**src/rtl/uart_rx.sv**
```systemverilog
// uart_rx: 16x-oversampled UART receiver; LSB-first frames of DBITS data and SBITS stop bits,
// delivered on dout with a one-cycle rx_done strobe and a stop-bit error flag.
module uart_rx #(
    parameter int DBITS = 8,
    parameter int SBITS = 1
) (
    input  logic             clk,
    input  logic             rst,
    input  logic             rx,
    input  logic             s_tick,
    output logic [DBITS-1:0] dout,
    output logic             rx_done,
    output logic             frame_err,
    output logic             rx_idle
);
    typedef enum logic [1:0] {IDLE, START, DATA, STOP} state_t;
    localparam logic [3:0] DLAST = 4'(DBITS - 1);
    localparam logic [3:0] SLAST = 4'(SBITS - 1);
    state_t state, state_n;
    logic rx_m, rx_s;
    logic [3:0] t, t_n, n, n_n;
    logic [DBITS-1:0] b, b_n, dout_n;
    logic ferr, ferr_n, done_n, fe_n;

    always_ff @(posedge clk) begin
        if (!rst) begin
            rx_m <= 1'b1;
            rx_s <= 1'b1;
            state <= IDLE;
            t <= '0;
            n <= '0;
            b <= '0;
            ferr <= 1'b0;
            dout <= '0;
            rx_done <= 1'b0;
            frame_err <= 1'b0;
        end else begin
            rx_m <= rx;
            rx_s <= rx_m;
            state <= state_n;
            t <= t_n;
            n <= n_n;
            b <= b_n;
            ferr <= ferr_n;
            dout <= dout_n;
            rx_done <= done_n;
            frame_err <= fe_n;
        end
    end

    assign rx_idle = state == IDLE;

    always_comb begin
        state_n = state;
        t_n = t;
        n_n = n;
        b_n = b;
        ferr_n = ferr;
        dout_n = dout;
        done_n = 1'b0;
        fe_n = frame_err;
        case (state)
            IDLE: if (!rx_s) begin
                state_n = START;
                t_n = '0;
                ferr_n = 1'b0;
            end
            START: if (s_tick) begin
                if (t == 4'd7) begin
                    state_n = rx_s ? IDLE : DATA;
                    t_n = '0;
                    n_n = '0;
                end else t_n = t + 4'd1;
            end
            DATA: if (s_tick) begin
                if (t == 4'd15) begin
                    b_n = {rx_s, b[DBITS-1:1]};
                    t_n = '0;
                    state_n = (n == DLAST) ? STOP : DATA;
                    n_n = (n == DLAST) ? 4'd0 : n + 4'd1;
                end else t_n = t + 4'd1;
            end
            STOP: if (s_tick) begin
                if (t == 4'd15) begin
                    // the error seen on this last stop sample must reach frame_err in the same frame
                    ferr_n = ferr | ~rx_s;
                    if (n == SLAST) begin
                        state_n = IDLE;
                        done_n = 1'b1;
                        dout_n = b;
                        fe_n = ferr_n;
                    end else begin
                        n_n = n + 4'd1;
                        t_n = '0;
                    end
                end else t_n = t + 4'd1;
            end
        endcase
    end
endmodule
```
**config.mk**
```make
export PLATFORM = sky130hd
export DESIGN_NAME = uart_rx
export DESIGN_NICKNAME = d
export VERILOG_FILES = /design/src/rtl/uart_rx.sv
export SDC_FILE = /design/constraint.sdc
export NUM_CORES = 1
export LEC_CHECK = 0
export ABC_AREA = 1
export BUFFER_PORTS_ARGS = -buffer_cell sky130_fd_sc_hd__buf_4
export CORE_MARGIN = 2
export CORE_UTILIZATION = 43
export DETAILED_ROUTE_END_ITERATION = 12
export PLACE_DENSITY = 0.69
export SYNTH_ARGS = -nofsm -noshare
export SYNTH_HDL_FRONTEND = slang
export SYNTH_SLANG_ARGS = --single-unit
```
**constraint.sdc**
```tcl
create_clock -name clk -period 1.65 [get_ports clk]
set_input_delay 0.165 -clock clk [delete_from_list [all_inputs] [get_ports clk]]
set_output_delay 0.165 -clock clk [all_outputs]
set_load 0.1 [all_outputs]
```
==> summary.md <==
| Metric | Value |
|---|---|
| CTS tree | done |
| Final Cell Area | approximately 1900 um^2 |
| Ratio of cells with drive above 1 in the final layout | 25.3% |
| Final Hold Viols | 0 |
| Syn nets | around 230 |
| Post-DP Area | 1780 um^2 |
| Least-Margin Pin Slew | around 260 ps |
| CP Class | flip-flop to flip-flop |
| Syn avg cell area | 7.24 um^2 |
| Die ar. | 4240 um^2 |
| TritonCTS Sinks | 31 |
| Top cells by area, synth | dfxtp_1, nor2_1, nand2_1 |
| Ports | 15 |
| Post-synthesis cell count | roughly 220 |
| Worst-path fanout max | 6 |
| Final setup fails | 0 |
| Minimum clock period | 1510 ps |
| Biggest area consumer among synthesized cells | dfxtp_1 |
| Area Growth Syn to Fin | 18.8% |
| Max Cap Viol | 0 |
| Initial antenna violation count | 0 |
| Initial core utilization | about 44% |
| Worst Skew | approximately 9.5 ps |
| H-Tree Depth | 2 |
| Seq/Total Area, Yosys | around two fifths |
| CP Launch Type | flip-flop |
| CORE AREA | around 3600 um^2 |
| Status | completed |
| Skew-Pair Late Insertion Delay | around 280 ps |
| Fin util | between 50% and 60% |
| Die height | about 65 um |
| Wire length per cell | 10.4 um |
| Overall power | roughly 2.5 mW |
| FMAX | between 0.6 and 0.7 GHz |
| CTS Buf Count | 5 |
| Placer Congestion | 0.862 |
| Nets | about 260 |
| CP arrival | 1730 ps |
| Synth cell types | 26 |
| Peak VDD IR | between 1 and 1.5 mV |
| Pwr dens | 1320 nW/um^2 |
| Total number of vias | about 1.4k |
| Clock transition at path regs | 70 ps |
| Max-slew violation count | 0 |
| Crit path required time | between 1500 and 2000 ps |
| Via/cell ratio | approximately 4.7 |
| HP Class | input port to flip-flop |
| All-Layer GR Usage | 16.3% |
| #FFs+latches synth | 31 |
| First-pass GRT wire length | 5.37 mm |
| Site Rows | 22 |
| Pre-CTS setup slack | 88.2 ps |
| Critical path endpoint category | flip-flop |
| Port bufs | 14 |
| Relative slew slack | between 80 and 90% |
| Leakage power | 0.824 nW |
| Die W | approximately 65 um |
| Drc violations | 0 |
| Post-synthesis instance area | 1610 um^2 |
| Post-Route WL | between 3 and 4 mm |
| Remaining Overflow, GRT | 0 |
| Largest net degree at the start of global routing | 24 |
| Diodes inserted | 0 |
| Root Buffer Master | clkbuf_8 |
| Iter 0 DRT Violations | 53 |
| First drt pass iteration count | 4 |
| DP HPWL | ~2.3 mm |
| Setup ws final | ~140 ps |
| Number of global-route vias before repair | 1311 |
| Clk buf depth | 2 |
| Share of the synthesized area in the top cell type | between 30% and 40% |
| Yosys warning total | 0 |
| Final Cycle Share | approximately nine tenths |
| ANT nets after route | 0 |
==> final timing paths <==
kind,startpoint,to,slack (ps),cells past startpoint
max,state[0]$_SDFFE_PN0P_,flip-flop,140,10
min,rx,rx_m$_SDFF_PN1_,80,2
max reg2reg,state[0]$_SDFFE_PN0P_,flip-flop,140,10
min reg2reg,rx_m$_SDFF_PN1_,rx_s$_SDFF_PN1_,410,1
==> through the flow <==
step,hold slack (ps),TNS (ps),instances
floorplan,272,0,222
detailed placement,356,0,285
finish,75.5,0,293
CTS,69.1,0,293
global route,85.2,-3.11,293
global placement,355,0,285
==> layout by cell type, fill, tap and decap left out, drive strengths merged <==
cell    instances
xnor2           1
a21oi          13
ha              8
clkbuf          6
clkinv          2
nor2           52
o21ai          21
bufinv          1
dfxtp          31
nand2          48
inv            22
nand3          11
nand4           4
or2             3
o211ai          2
buf            19
and3            1
==> cell type report <==
type,count,area [um^2]
Fill cell,369,1720
Clock inverter,2,35.0
Clock buffer,6,82.6
Timing Repair Buffer,19,143
Multi-Input combinational cell,164,880
Tap cell,48,60.1
Sequential cell,31,622
Inverter,23,87.6
==> worst max-delay path, stage by stage (launching register included) <==
cell and delay [ps]:
dfxtp_2 330, ha_1 270, inv_2 160, nand2_2 90
nand2_2 80, nand2_2 70, nor2_2 150, nand3_1 100
nand2_1 70, inv_1 30, nor2_1 100
==> routing by layer <==
layer	wire [um]	vias up	global-route usage, %
met1	1440	607	19.5
met3	109	5	4.28
met5	0	-	0
li1	-	750	-
met2	1450	24	27.3
met4	39	0	7.55
==> logic make-up after synthesis <==
logic type | Yosys count | synth area share [%]
AND/OR/NAND/NOR | 119 | 34.7
adder cells (fa/ha/maj) | 8 | 6.23
buffers and inverters | 27 | 7.40
XOR/XNOR | 1 | 0.545
AO/OA/AOI/OAI | 36 | 12.5
flip-flops | 31 | 38.6
==> flip-flops by register name (all words and copies together) (netlist names), named ones only <==
register,cells
b,8
dout,8
n,4
t,4
ferr,1
frame_err,1
rx_done,1
rx_m,1
rx_s,1
state,1
==> report_power, final <==
part	internal (mW)	switching (mW)	total, mW
Clock	0.488	0.289	0.777
Sequential	0.810	0.0429	0.853
Combinational	0.289	0.599	0.889
==> Yosys cell counts (all sizes together) <==
library cell	number
a21oi	13
and3	1
buf	3
clkbuf	1
clkinv	1
dfxtp	31
ha	8
inv	22
nand2	48
nand3	11
nand4	4
nor2	52
o211ai	2
o21ai	21
or2	3
xnor2	1
==> repair_timing <==
item | in CTS | in global routing
resized for setup | 0 | 4
hold buffers | 0 | 0
setup buffers | 0 | 0
setup endpoints to repair | 0 | 17
Power figures use the tool's default switching activity.
